[src/rtl/align_shift_ctrl_pkg.sv]
// Shared types for the alignment shift-register sequencer:
// base codes, window depth and controller state encoding.
package align_shift_ctrl_pkg;

  localparam int WIN = 4;

  typedef logic [2:0] base_t;

  localparam base_t BASE_A   = 3'd0;
  localparam base_t BASE_C   = 3'd1;
  localparam base_t BASE_G   = 3'd2;
  localparam base_t BASE_T   = 3'd3;
  localparam base_t BASE_N   = 3'd4;
  localparam base_t BASE_PAD = 3'b111;

  typedef enum logic [2:0] {
    S_IDLE,
    S_LOAD,
    S_SETTLE,
    S_STEP,
    S_SHIFT,
    S_DONE
  } state_e;

endpackage

[src/rtl/align_shift_ctrl_if.sv]
// Memory read ports and scorer step handshake of the
// alignment shift-register sequencer.
interface align_shift_ctrl_if #(
  parameter int ADDR_W = 10
) ();
  import align_shift_ctrl_pkg::*;

  logic              q_rd_en;
  logic [ADDR_W-1:0] q_addr;
  base_t             q_data;
  logic              r_rd_en;
  logic [ADDR_W-1:0] r_addr;
  base_t             r_data;
  logic              step_valid;
  logic              step_ready;
  logic [ADDR_W:0]   step_idx;

  modport master (
    output q_rd_en, q_addr,
    input  q_data,
    output r_rd_en, r_addr,
    input  r_data,
    output step_valid, step_idx,
    input  step_ready
  );

  modport slave (
    input  q_rd_en, q_addr,
    output q_data,
    input  r_rd_en, r_addr,
    output r_data,
    input  step_valid, step_idx,
    output step_ready
  );

endinterface

[src/rtl/align_shift_ctrl_slot.sv]
// One fetch slot: issues a read when the index is inside the
// sequence, then presents memory data or PAD one cycle later.
module seq_fetch_slot
  import align_shift_ctrl_pkg::*;
#(
  parameter int ADDR_W = 10
) (
  input  logic              clk,
  input  logic              rst,
  input  logic              slot,
  input  logic [ADDR_W:0]   idx,
  input  logic [ADDR_W:0]   len,
  input  base_t             data,
  output logic              rd_en,
  output logic [ADDR_W-1:0] addr,
  output logic              sr_en,
  output base_t             sr_in
);

  logic hit;
  logic en_d, en_q;
  logic pad_d, pad_q;

  assign hit   = idx < len;
  assign rd_en = slot && hit;
  assign addr  = rd_en ? idx[ADDR_W-1:0] : '0;

  always_comb begin
    en_d  = slot;
    pad_d = slot && !hit;
  end

  always_ff @(posedge clk) begin
    if (rst) begin
      en_q  <= 1'b0;
      pad_q <= 1'b0;
    end else begin
      en_q  <= en_d;
      pad_q <= pad_d;
    end
  end

  assign sr_en = en_q;
  assign sr_in = !en_q ? '0 :
                 (pad_q ? BASE_PAD : data);

endmodule

[src/rtl/align_shift_ctrl.sv]
// Sequencer that preloads the Q/R shift registers from the
// sequence memories and slides R once per accepted step.
module align_shift_ctrl
  import align_shift_ctrl_pkg::*;
#(
  parameter int ADDR_W = 10
) (
  input  logic            clk,
  input  logic            rst,
  input  logic            start,
  input  logic [ADDR_W:0] q_len,
  input  logic [ADDR_W:0] r_len,
  output logic            busy,
  output logic            done,
  output logic            q_sr_en,
  output logic            q_sr_dir,
  output base_t           q_sr_in,
  output logic            r_sr_en,
  output logic            r_sr_dir,
  output base_t           r_sr_in,
  align_shift_ctrl_if.master bus
);

  localparam logic [ADDR_W:0] LEN_MAX =
    {1'b1, {ADDR_W{1'b0}}};
  localparam logic [ADDR_W:0] WIN_L =
    (ADDR_W+1)'(WIN);

  function automatic logic [ADDR_W:0] clamp_len(
    input logic [ADDR_W:0] l
  );
    return (l > LEN_MAX) ? LEN_MAX : l;
  endfunction

  state_e          state_d, state_q;
  logic [1:0]      k_d, k_q;
  logic [ADDR_W:0] s_d, s_q;
  logic [ADDR_W:0] q_len_d, q_len_q;
  logic [ADDR_W:0] r_len_d, r_len_q;
  logic [ADDR_W:0] last_d, last_q;
  logic [ADDR_W:0] q_len_c, r_len_c;
  logic [ADDR_W:0] q_idx, r_idx;
  logic            q_slot, r_slot;
  logic            step_valid;

  logic              q_rd_en, r_rd_en;
  logic [ADDR_W-1:0] q_addr, r_addr;

  assign q_len_c = clamp_len(q_len);
  assign r_len_c = clamp_len(r_len);

  always_comb begin
    state_d    = state_q;
    k_d        = k_q;
    s_d        = s_q;
    q_len_d    = q_len_q;
    r_len_d    = r_len_q;
    last_d     = last_q;
    q_slot     = 1'b0;
    r_slot     = 1'b0;
    q_idx      = '0;
    r_idx      = '0;
    step_valid = 1'b0;
    busy       = 1'b0;
    done       = 1'b0;
    unique case (state_q)
      S_IDLE: begin
        if (start) begin
          q_len_d = q_len_c;
          r_len_d = r_len_c;
          // last step index is N-1
          last_d  = (r_len_c <= WIN_L) ? '0
                    : r_len_c - WIN_L;
          k_d     = '0;
          s_d     = '0;
          state_d = S_LOAD;
        end
      end
      S_LOAD: begin
        busy   = 1'b1;
        q_slot = 1'b1;
        r_slot = 1'b1;
        q_idx  = {{(ADDR_W-1){1'b0}}, k_q};
        r_idx  = {{(ADDR_W-1){1'b0}}, k_q};
        k_d    = k_q + 2'd1;
        if (k_q == 2'd3) state_d = S_SETTLE;
      end
      S_SETTLE: begin
        busy    = 1'b1;
        state_d = S_STEP;
      end
      S_STEP: begin
        busy       = 1'b1;
        step_valid = 1'b1;
        if (bus.step_ready) begin
          if (s_q == last_q) begin
            state_d = S_DONE;
          end else begin
            r_slot  = 1'b1;
            r_idx   = s_q + WIN_L;
            s_d     = s_q + 1'b1;
            state_d = S_SHIFT;
          end
        end
      end
      S_SHIFT: begin
        busy    = 1'b1;
        state_d = S_STEP;
      end
      S_DONE: begin
        done    = 1'b1;
        state_d = S_IDLE;
      end
      default: state_d = S_IDLE;
    endcase
  end

  always_ff @(posedge clk) begin
    if (rst) begin
      state_q <= S_IDLE;
      k_q     <= '0;
      s_q     <= '0;
      q_len_q <= '0;
      r_len_q <= '0;
      last_q  <= '0;
    end else begin
      state_q <= state_d;
      k_q     <= k_d;
      s_q     <= s_d;
      q_len_q <= q_len_d;
      r_len_q <= r_len_d;
      last_q  <= last_d;
    end
  end

  seq_fetch_slot #(.ADDR_W(ADDR_W)) u_q_slot (
    .clk   (clk),
    .rst   (rst),
    .slot  (q_slot),
    .idx   (q_idx),
    .len   (q_len_q),
    .data  (bus.q_data),
    .rd_en (q_rd_en),
    .addr  (q_addr),
    .sr_en (q_sr_en),
    .sr_in (q_sr_in)
  );

  seq_fetch_slot #(.ADDR_W(ADDR_W)) u_r_slot (
    .clk   (clk),
    .rst   (rst),
    .slot  (r_slot),
    .idx   (r_idx),
    .len   (r_len_q),
    .data  (bus.r_data),
    .rd_en (r_rd_en),
    .addr  (r_addr),
    .sr_en (r_sr_en),
    .sr_in (r_sr_in)
  );

  assign bus.q_rd_en    = q_rd_en;
  assign bus.q_addr     = q_addr;
  assign bus.r_rd_en    = r_rd_en;
  assign bus.r_addr     = r_addr;
  assign bus.step_valid = step_valid;
  assign bus.step_idx   = step_valid ? s_q : '0;

  assign q_sr_dir = 1'b0;
  assign r_sr_dir = 1'b1;

endmodule

[src/flat_wrapper.sv]
// flat-port wrapper written by rule: the top's interface ports become plain ports
module align_shift_ctrl_flat import align_shift_ctrl_pkg::*;
#(
  parameter int ADDR_W = 10
)
  (clk, rst, start, q_len, r_len, busy, done, q_sr_en, q_sr_dir, q_sr_in, r_sr_en, r_sr_dir, r_sr_in, bus_q_rd_en, bus_q_addr, bus_q_data, bus_r_rd_en, bus_r_addr, bus_r_data, bus_step_valid, bus_step_idx, bus_step_ready);
  align_shift_ctrl_if #(.ADDR_W(ADDR_W)) bus_i ();
  input  logic clk;
  input  logic rst;
  input  logic start;
  input  logic [ADDR_W:0] q_len;
  input  logic [ADDR_W:0] r_len;
  output logic busy;
  output logic done;
  output logic q_sr_en;
  output logic q_sr_dir;
  output base_t q_sr_in;
  output logic r_sr_en;
  output logic r_sr_dir;
  output base_t r_sr_in;
  output wire logic [$bits(bus_i.q_rd_en)-1:0] bus_q_rd_en;
  output wire logic [$bits(bus_i.q_addr)-1:0] bus_q_addr;
  input wire logic [$bits(bus_i.q_data)-1:0] bus_q_data;
  output wire logic [$bits(bus_i.r_rd_en)-1:0] bus_r_rd_en;
  output wire logic [$bits(bus_i.r_addr)-1:0] bus_r_addr;
  input wire logic [$bits(bus_i.r_data)-1:0] bus_r_data;
  output wire logic [$bits(bus_i.step_valid)-1:0] bus_step_valid;
  output wire logic [$bits(bus_i.step_idx)-1:0] bus_step_idx;
  input wire logic [$bits(bus_i.step_ready)-1:0] bus_step_ready;
  assign bus_q_rd_en = bus_i.q_rd_en;
  assign bus_q_addr = bus_i.q_addr;
  assign bus_i.q_data = bus_q_data;
  assign bus_r_rd_en = bus_i.r_rd_en;
  assign bus_r_addr = bus_i.r_addr;
  assign bus_i.r_data = bus_r_data;
  assign bus_step_valid = bus_i.step_valid;
  assign bus_step_idx = bus_i.step_idx;
  assign bus_i.step_ready = bus_step_ready;
  align_shift_ctrl #(.ADDR_W(ADDR_W)) u_core (.clk(clk), .rst(rst), .start(start), .q_len(q_len), .r_len(r_len), .busy(busy), .done(done), .q_sr_en(q_sr_en), .q_sr_dir(q_sr_dir), .q_sr_in(q_sr_in), .r_sr_en(r_sr_en), .r_sr_dir(r_sr_dir), .r_sr_in(r_sr_in), .bus(bus_i));
endmodule
[config.mk]
export PLATFORM = sky130hd
export DESIGN_NAME = align_shift_ctrl_flat
export DESIGN_NICKNAME = d
export VERILOG_FILES = /design/src/rtl/align_shift_ctrl_pkg.sv /design/src/rtl/align_shift_ctrl_if.sv /design/src/rtl/align_shift_ctrl_slot.sv /design/src/rtl/align_shift_ctrl.sv /design/src/flat_wrapper.sv
export SDC_FILE = /design/constraint.sdc
export NUM_CORES = 1
export LEC_CHECK = 0
export BUFFER_PORTS_ARGS = -buffer_cell sky130_fd_sc_hd__buf_2
export CORE_UTILIZATION = 50
export DETAILED_ROUTE_END_ITERATION = 8
export PLACE_DENSITY = 0.74
export SETUP_SLACK_MARGIN = 0.2
export SYNTH_ARGS = -nofsm -noshare
export SYNTH_HDL_FRONTEND = slang
export SYNTH_HIERARCHICAL = 1
export SYNTH_SLANG_ARGS = --single-unit
[constraint.sdc]
create_clock -name clk -period 3.7 [get_ports clk]
set_clock_uncertainty 0.05 [all_clocks]
set_input_delay 0.37 -clock clk [delete_from_list [all_inputs] [get_ports clk]]
set_output_delay 0.37 -clock clk [all_outputs]
set_load 0.01 [all_outputs]
==> impl_metrics.yaml <==
clock_tree:
  clkLatencyLatePin_ns: 0.31
  cts_tree: "yes"
  htreeDepth: 2
  hold_buffers: 0
  cts.sinks: 53
  cts_buffer_depth: 2
  cts_root_buf: "clkbuf_8"
  cts_buffers: 5
  cts.clk_slew.worst_paths_ns: 0.11
worst_setup_path:
  timing.rr.start: "u_core/s_q[2]"
  path_common_cell: "and3_4"
  critPathBufInv: 1
  worstSetupStartpointType: "flip-flop"
  worstPathArrival_ns: 2.96
  crit_end: "bus_r_rd_en"
  max_stage_delay_ns: 0.45
  crit_path_start: "u_core/s_q[2]"
  timing_worst_setup_path_type: "reg -> out"
  end_kind: "output pin"
  cp_slowest_cell: "a311o_2"
  crit_family: "simple AND/OR/NAND/NOR gates"
  path_depth: 11
  cp_max_fo: 7
  crit_chain: "ha_2 -> and3_4 -> and3_4 -> xnor2_2 -> nor2_1 -> ha_1 -> nand4_2 -> nor3_1 -> a311o_2 -> nor3b_1 -> buf_2"
  reg2regPathDepth: 9
  required_ns: 3.28
  rr_endpoint: "u_core/u_r_slot/pad_q"
  rrSetupSlack_ns: 1.06
timing:
  maxSlewViolCount: 0
  hold_violations: 0
  setup_viol: 0
  relSlewSlack_pct: 41.3
  fmax_mhz: 296
  rsz0062_at_grt: "false"
  fin_tns_setup_ns: 0
  worstMarginPinSlew_ns: 0.881
  period_share_pct: 91.4
  finalCriticalPeriod_ns: 3.38
place:
  port_buffers: 67
  gp_congestion: 0.929
  dp_hpwl_mm: 6.99
drt:
  highest_layer: "met4"
  route.met3.wl_um: 473
  dr_wl_met2_mm: 4.49
  wl_mm: 9.44
  via_per_inst: 5.47
  vias: 3585
  wl_per_cell_um: 14.4
  drt_iter0_drc: 213
  dr.pass1.iters: 4
  final_antenna_net_count: 0
  wl_met1_mm: 4.34
  drc: 0
status:
  status: "completed"
synth:
  synth_top_cell_area_share_pct: 28.3
  synth.mux.area_fraction_pct: 0.534
  synth_async_sr_flop_share_pct: 0
  synth_top_family_by_area: "simple AND/OR/NAND/NOR gates"
  synth_top_flop_cell: "dfxtp_1"
  synth_compound_area_share_pct: 17.7
  synth.largest_area_cell: "dfxtp_1"
  yosys.area_share.simple_pct: 32.7
  synth-seq-cells: 53
  synthTopCellsByArea: "dfxtp_1, ha_1, nand2_1"
  synth.top_cells.by_count: "nand2_1, dfxtp_1, nor2_1"
  syn_area_sq_mm: 0.00375
  synthCells: 485
  synth_xor_area_share_pct: 4.90
  syn-mean-instance-area_sq_um: 7.73
  yosysWarnings: 6
  synth_cell_types: 56
  synth_most_common_cell: "nand2_1"
  synth_edf_count: 0
  seq_area_frac_synth_pct: 28.3
  synthAdderAreaFrac_pct: 8.34
pwr:
  clkPwrFrac_pct: 28.9
  internal-power_mw: 0.834
  power_mw: 1.23
  powerDensity_mw_per_mm2: 281
  pwr-share-seq_pct: 49.4
  p_switching_mw: 0.400
  vdd_drop_max_v: 0.000157
  power.leakage_nw: 1.77
  swShare_pct: 32.4
  comb_power_share_pct: 21.7
cells_and_area:
  register_area_sq_mm: 0.00109
  area_growth_pct: 17.1
  antenna_cells: 0
  fillers: 683
  multi_input_area_sq_mm: 0.00259
  drive_gt1_share_pct: 25.7
  nNetsFinal: 612
floorplan:
  initial_utilization_pct: 51.7
  die-width_um: 88.6
  rows: 31
  die_h_um: 88.6
  pin_count: 78
  coreArea_sq_mm: 0.00725
  die_area_sq_mm: 0.00785
worst_hold_path:
  worst_hold_startpoint: "q_len[7]"
  worstHoldPathType: "in -> reg"
  whs_path_depth: 3
grt:
  grt_pass1_vias: 3161
  grtUsageTotal_pct: 23.8
  antenna_found_initial: 0
  grt_pass1_wl_mm: 14.5
  grt_max_degree: 49
  grt.overflow.total: 0
job:
  cap_violations: 0
[worst min-delay path, stage by stage]
cell	delay (ns)
buf_2	0.09
a22oi_1	0.06
nor2_1	0.07
[worst min-delay path by stage]
stage / to / slack [ns]
2_1_floorplan: u_core/q_len_q[1] / 0.38
3_3_place_gp: u_core/q_len_q[9] / 0.39
3_5_place_dp: u_core/q_len_q[0] / 0.40
4_1_cts: u_core/q_len_q[6] / 0.25
5_1_grt: u_core/q_len_q[2] / 0.26
6_report: u_core/q_len_q[7] / 0.25
[layout by cell type, fill, tap and decap left out, drive strengths merged, types with 3 or more instances in the layout]
cell    count
nor4        5
nand3      10
a21boi      3
xor2        3
o21a       10
a31oi       3
and2       11
nor2b       9
nand3b      9
nand2b      8
inv        31
clkbuf      5
and4        3
buf        75
nand4       5
a311o       3
nand2      64
nor3b       5
nor2       43
ha         25
xnor2      18
nor3       30
o21ai      18
dfxtp      53
a21o        5
and3        7
conb       19
or3         6
o31ai       3
a22oi      12
a21oi      38
[sequential cells by signal, indices dropped and copies added (netlist names)]
name                   flops
u_core/last_q             11
u_core/q_len_q            11
u_core/r_len_q            11
u_core/s_q                11
u_core/state_q             3
u_core/k_q                 2
u_core/u_q_slot/pad_q      1
u_core/u_q_slot/sr_en      1
u_core/u_r_slot/pad_q      1
u_core/u_r_slot/sr_en      1
[power by group through the flow]
stage	logic (mW)	registers, mW	clock network, mW
6_report	0.268	0.610	0.356
5_1_grt	0.297	0.614	0.386
4_1_cts	0.255	0.613	0.362
3_5_place_dp	0.252	0.626	0
3_3_place_gp	0.247	0.625	0
2_1_floorplan	0.196	0.621	0
[layout make-up]
| type | instances | share of cell area, % |
|---|---|---|
| clock buffer | 5 | 1.57 |
| tap | 99 | 2.82 |
| inverter | 28 | 2.39 |
| multi-input combinational | 392 | 58.9 |
| timing repair buffer | 75 | 9.00 |
| clock inverter | 3 | 0.598 |
| sequential | 53 | 24.7 |
[repair_timing]
action | in CTS | in global routing
endpoints found under the setup margin | 11 | 11
cloned | 1 | 1
setup buffers | 0 | 3
pin swaps | 1 | 3
gates resized for setup | 12 | 21
[through the flow]
stage	instance area (sq um)	hold slack, ns	worst slack, ns	cells	utilization (%)
after floorplan	3810	0.382	0.587	502	-
after global placement	4140	0.390	0.302	642	57.1
after detailed placement	4140	0.399	0.242	642	57.1
after CTS	4280	0.250	0.223	651	59.0
after global routing	4390	0.260	0.189	655	60.5
final	4390	0.249	0.318	655	60.5
[cells by family after synthesis]
kind of cell | Yosys count
muxes | 2
buffers and inverters | 59
DFF | 53
xor gates and xnor gates | 21
adders and majority gates | 25
and+or+nand+nor | 218
other | 2
AOI/OAI and AO/OA | 105
[layer usage]
layer	GRT usage, %	up-vias
met2	38.8	109
met1	32.7	1656
met5	0	-
met4	7.62	0
li1	-	1811
met3	3.26	9
Note: power is estimated with default switching activity, not from simulation.
